[src/rtl/mem_access_ctrl.sv]
// Load/store initiator for a word-indexed data memory: big-endian byte lanes,
// sub-word stores done as read-modify-write, all outputs registered.
module mem_access_ctrl #(
  parameter int DEPTH = 200
) (
  input  logic        clk,
  input  logic        rst_n,
  input  logic        req_valid,
  output logic        req_ready,
  input  logic        req_write,
  input  logic [1:0]  req_size,
  input  logic        req_signed,
  input  logic [31:0] req_addr,
  input  logic [31:0] req_wdata,
  output logic        rsp_valid,
  input  logic        rsp_ready,
  output logic [31:0] rsp_rdata,
  output logic        rsp_err,
  output logic        MemRead,
  output logic        MemWrite,
  output logic [31:0] Address,
  output logic [31:0] WriteData,
  input  logic [31:0] MemData
);

  typedef enum logic [1:0] {IDLE, RD, WR, RSP} state_t;

  state_t      state, nxt;
  logic        dec, n_dec, latch;
  logic        r_write, r_signed;
  logic [1:0]  r_size;
  logic [31:0] r_addr, r_wdata;
  logic        n_rready, n_rvalid, n_err, n_mr, n_mw;
  logic [31:0] n_rdata, n_addr, n_wd;

  logic [29:0] idx;
  logic [1:0]  off;
  logic        err;
  logic [7:0]  ld_b;
  logic [15:0] ld_h;
  logic [31:0] ld_val, st_word;

  assign idx = r_addr[31:2];
  assign off = r_addr[1:0];
  assign err = (r_size == 2'b11) ||
               (r_size == 2'b01 && off[0]) ||
               (r_size == 2'b10 && off != 2'b00) ||
               ({2'b00, idx} >= 32'(DEPTH));

  // Field extraction and merge against the word presented during RD.
  always_comb begin
    ld_b = 8'h0;
    case (off)
      2'd0:    ld_b = MemData[31:24];
      2'd1:    ld_b = MemData[23:16];
      2'd2:    ld_b = MemData[15:8];
      default: ld_b = MemData[7:0];
    endcase
    ld_h = off[1] ? MemData[15:0] : MemData[31:16];
    case (r_size)
      2'b00:   ld_val = r_signed ? {{24{ld_b[7]}}, ld_b} : {24'h0, ld_b};
      2'b01:   ld_val = r_signed ? {{16{ld_h[15]}}, ld_h} : {16'h0, ld_h};
      default: ld_val = MemData;
    endcase
  end

  always_comb begin
    st_word = MemData;
    case (r_size)
      2'b00:
        case (off)
          2'd0:    st_word[31:24] = r_wdata[7:0];
          2'd1:    st_word[23:16] = r_wdata[7:0];
          2'd2:    st_word[15:8]  = r_wdata[7:0];
          default: st_word[7:0]   = r_wdata[7:0];
        endcase
      2'b01:
        if (off[1]) st_word[15:0]  = r_wdata[15:0];
        else        st_word[31:16] = r_wdata[15:0];
      default: st_word = r_wdata;
    endcase
  end

  // dec marks the cycle after acceptance, when the latched request is decoded;
  // state tracks which strobe is currently on the memory port.
  always_comb begin
    nxt      = state;
    n_dec    = 1'b0;
    latch    = 1'b0;
    n_rready = req_ready;
    n_rvalid = rsp_valid;
    n_rdata  = rsp_rdata;
    n_err    = rsp_err;
    n_mr     = 1'b0;
    n_mw     = 1'b0;
    n_addr   = Address;
    n_wd     = WriteData;
    case (state)
      IDLE: begin
        if (dec) begin
          if (err) begin
            nxt      = RSP;
            n_rvalid = 1'b1;
            n_err    = 1'b1;
            n_rdata  = 32'h0;
          end else if (!r_write || r_size != 2'b10) begin
            nxt    = RD;
            n_mr   = 1'b1;
            n_addr = {2'b00, idx};
          end else begin
            nxt    = WR;
            n_mw   = 1'b1;
            n_addr = {2'b00, idx};
            n_wd   = r_wdata;
          end
        end else if (req_valid && req_ready) begin
          latch    = 1'b1;
          n_dec    = 1'b1;
          n_rready = 1'b0;
        end
      end
      RD: begin
        if (!r_write) begin
          nxt      = RSP;
          n_rvalid = 1'b1;
          n_err    = 1'b0;
          n_rdata  = ld_val;
        end else begin
          nxt  = WR;
          n_mw = 1'b1;
          n_wd = st_word;
        end
      end
      WR: begin
        nxt      = RSP;
        n_rvalid = 1'b1;
        n_err    = 1'b0;
        n_rdata  = 32'h0;
      end
      default: begin
        if (rsp_ready) begin
          nxt      = IDLE;
          n_rvalid = 1'b0;
          n_rready = 1'b1;
        end
      end
    endcase
  end

  always_ff @(posedge clk or negedge rst_n) begin
    if (!rst_n) begin
      state     <= IDLE;
      dec       <= 1'b0;
      req_ready <= 1'b1;
      rsp_valid <= 1'b0;
      rsp_rdata <= 32'h0;
      rsp_err   <= 1'b0;
      MemRead   <= 1'b0;
      MemWrite  <= 1'b0;
      Address   <= 32'h0;
      WriteData <= 32'h0;
    end else begin
      state     <= nxt;
      dec       <= n_dec;
      req_ready <= n_rready;
      rsp_valid <= n_rvalid;
      rsp_rdata <= n_rdata;
      rsp_err   <= n_err;
      MemRead   <= n_mr;
      MemWrite  <= n_mw;
      Address   <= n_addr;
      WriteData <= n_wd;
    end
  end

  always_ff @(posedge clk or negedge rst_n) begin
    if (!rst_n) begin
      r_write  <= 1'b0;
      r_size   <= 2'b00;
      r_signed <= 1'b0;
      r_addr   <= 32'h0;
      r_wdata  <= 32'h0;
    end else if (latch) begin
      r_write  <= req_write;
      r_size   <= req_size;
      r_signed <= req_signed;
      r_addr   <= req_addr;
      r_wdata  <= req_wdata;
    end
  end

endmodule

[config.mk]
export PLATFORM = sky130hd
export DESIGN_NAME = mem_access_ctrl
export DESIGN_NICKNAME = d
export VERILOG_FILES = /design/src/rtl/mem_access_ctrl.sv
export SDC_FILE = /design/constraint.sdc
export NUM_CORES = 1
export LEC_CHECK = 0
export CORE_ASPECT_RATIO = 1.1
export CORE_MARGIN = 2
export CORE_UTILIZATION = 53
export DETAILED_ROUTE_END_ITERATION = 6
export PLACE_DENSITY = 0.86
export SLEW_MARGIN = 25
export SYNTH_ARGS = -nofsm -noshare
export SYNTH_HDL_FRONTEND = slang
export SYNTH_SLANG_ARGS = --single-unit
[constraint.sdc]
create_clock -name clk -period 6.9 [get_ports clk]
set_input_delay 0.69 -clock clk [delete_from_list [all_inputs] [get_ports clk]]
set_output_delay 0.69 -clock clk [all_outputs]
set_load 0.02 [all_outputs]
==> results_dict.tcl <==
set metrics [dict create \
    h-tree-depth 4 \
    grt_pass1_wl_mm 35.9 \
    dr.max_layer_used "met4" \
    met1_length_mm 8.76 \
    grt_setup_unrepaired "false" \
    fin_cells 1173 \
    diodes 0 \
    fin_area_mm2 0.0106 \
    p_comb_share_pct 46.1 \
    clockRootBuffer "clkbuf_16" \
    fin_crit_sh_pct 51.0 \
    post_dp_cell_area_mm2 0.0100 \
    worst_pin_slew_ns 0.976 \
    post-route-min-period_ns 3.52 \
    dp.cells 1141 \
    syn-instance-count 791 \
    critPathLaunchType "flip-flop" \
    clk_path_buf_depth 2 \
    antenna_found_initial 0 \
    criticalPathCategory "flip-flop to flip-flop" \
    clock_latency_ns 0.43 \
    vias 6699 \
    wl_met2_mm 11.3 \
    ant_nets 0 \
    timing.rr.start "r_size[1]" \
    ff2ff_setup_slack_ns 3.38 \
    hpwl_mm 15.8 \
    rr_endpoint "WriteData[2]" \
    synth-async-reset-ratio_pct 100 \
    grt_overflow 0 \
    ys_seq_area_share_pct 53.7 \
    critPathRequiredTime_ns 7.21 \
    die_area_mm2 0.0159 \
    portBuffers 202 \
    yosys_most_used_dff "dfrtp_1" \
    die_h_um 132 \
    powerDensity_mw_per_mm2 459 \
    grt_max_degree 99 \
    fillerInstances 1049 \
    syn_area_per_cell_um2 10.0 \
    worstHoldPathType "primary input to asynchronous set/reset pin" \
    crit_fanout 32 \
    seqPwrFrac_pct 34.7 \
    grt_pass1_vias 6773 \
    fmax_ghz 0.284 \
    wl_mm 22.5 \
    relSlewSlack_pct 34.8 \
    critPathArrivalTime_ns 3.83 \
    ctsHoldBuffers 0 \
    track_usage_pct 29.0 \
    synth_edf_count 0 \
    net-switching-power_mw 1.95 \
    setup_viol 0 \
    core-area_mm2 0.0145 \
    drv_slew 0 \
    area_growth_pct 34.0 \
    seqCellArea_mm2 0.00426 \
    synth_seq_cells 170 \
    pin_count 205 \
    cts_buffers 17 \
    cts_resized 0 \
    final_util_pct 73.2 \
    synth_area_mm2 0.00792 \
    route.met3.wl_mm 1.57 \
    clk_pin_slew_ns 0.06 \
    p_leak_nw 4.97 \
    tns_ns 0 \
    total_power_mw 4.87 \
    cap_viol_max_count 0 \
    avgViaCountPerCell 5.71 \
    drc 0 \
    initial_core_util_pct 54.6 \
    fin_nets 1076 \
    multiInputGateArea_mm2 0.00336 \
    wl_per_cell_um 19.2 \
    synth_cell_types 49 \
    drive_gt1_share_pct 12.0 \
    finClkSkew_ns 0.00941 \
    num_rows 46 \
    hold_violations 0 \
    worst-r2r-cell-count 5 \
    outcome "finished clean" \
    clock_sinks 170 \
    cts_tree "done" \
    max-vdd-ir-drop_mv 0.248 \
    yosys_warnings 0 \
    p_sw_share_pct 40.0 \
    clkPwrFrac_pct 19.3 \
    die_w_um 121 \
    drtPass1Iterations 5 \
    endpoint_kind "flip-flop" \
    drtIter0Drc 615 \
    gp_congestion 0.911 \
    p_int_mw 2.92 \
    cts_setup_buffers 0 \
]
[Yosys cell counts (all sizes together), types with 8 or more instances]
library cell  number  area (um2)
a221oi             8        70.1
mux2i             17         170
nor2              42         158
a22oi             16         120
o22ai              9        56.3
nor2b             26         163
nand2            221         830
dfrtp            169        4230
o2bb2ai           16         140
clkbuf            40         150
a21oi             16        80.1
o21ai             34         170
buf               15        95.1
mux2              68         796
inv               19        71.3
a2bb2oi            8        70.1
o221ai            10        87.6
[how the worst max path moves through the flow]
| stage | startpoint | to | slack [ns] | cells past startpoint |
|---|---|---|---|---|
| after floorplan | state[1] | WriteData[29] | 4.58 | 8 |
| after global placement | r_size[1] | WriteData[2] | 3.56 | 5 |
| after detailed placement | r_size[1] | WriteData[2] | 3.48 | 5 |
| after CTS | r_size[1] | WriteData[2] | 3.47 | 5 |
| after global routing | r_size[1] | WriteData[23] | 3.17 | 5 |
| final | r_size[1] | WriteData[2] | 3.38 | 5 |
[through the flow]
step	hold slack [ns]	worst slack (ns)
after detailed placement	0.463	3.48
after global routing	0.426	3.17
final	0.341	3.38
after CTS	0.386	3.47
after floorplan	0.394	4.58
after global placement	0.454	3.56
[power by group through the flow]
stage / Combinational (mW) / Sequential [mW] / Clock, mW
2_1_floorplan: 1.34 / 1.77 / 0
3_3_place_gp: 2.17 / 1.67 / 0
3_5_place_dp: 2.22 / 1.69 / 0
4_1_cts: 2.24 / 1.68 / 0.948
5_1_grt: 2.42 / 1.72 / 0.994
6_report: 2.24 / 1.69 / 0.938
[cell families (layout without fill, tap and decap cells)]
logic type,Yosys count,in the layout,share of synthesized area (%)
mux,85,85,12.2
buf+inv,75,264,4.04
simple gates,318,318,17.0
fa+ha+maj,4,4,0.632
compound gates,138,138,12.4
other cells,1,2,0.0473
flops,170,170,53.7
[layout make-up]
cell class / count / area share [%]
multi-input cells: 547 / 31.6
repair buffers: 212 / 19.8
clock inverters: 13 / 1.27
clock buffers: 19 / 4.27
inverters: 20 / 0.707
well taps: 192 / 2.26
flip-flops and latches: 170 / 40.1
[worst max-delay path, cell delays in order (launching register included)]
cell	delay (ns)
dfrtp_1	0.91
inv_1	0.71
nor3_1	0.48
nand4_1	0.15
a221o_2	0.72
mux2_4	0.42
[placed cells by master (no fill, tap or decap), drive strengths merged, types with 5 or more instances in the layout]
cell type / count
a2bb2oi: 8
o2bb2ai: 16
mux2: 68
clkdlybuf4s50: 201
o41ai: 7
buf: 11
a21oi: 16
nor2: 42
inv: 24
a22oi: 16
clkbuf: 19
nor2b: 26
a221oi: 8
o22ai: 9
o21ai: 34
mux2i: 17
nor4: 6
nor3: 6
o221ai: 10
nand2b: 5
nand2: 221
dfrtp: 169
[sequential cells by signal, summed over array words and instances (netlist names)]
| name | flops |
|---|---|
| MemWrite | 1 |
| rsp_rdata | 32 |
| WriteData | 32 |
| MemRead | 1 |
| Address | 30 |
| rsp_err | 1 |
| r_addr | 32 |
| r_write | 1 |
| rsp_valid | 1 |
| r_wdata | 32 |
| r_signed | 1 |
| req_ready | 1 |
| state | 2 |
| dec | 1 |
| r_size | 2 |
[per-layer routing]
layer / GRT usage [%] / vias up
met1: 36.5 / 3263
met2: 48.1 / 301
met3: 6.49 / 62
met5: 0 / -
li1: - / 3073
met4: 12.6 / 0
No activity file was read; power rests on OpenSTA's default activity.
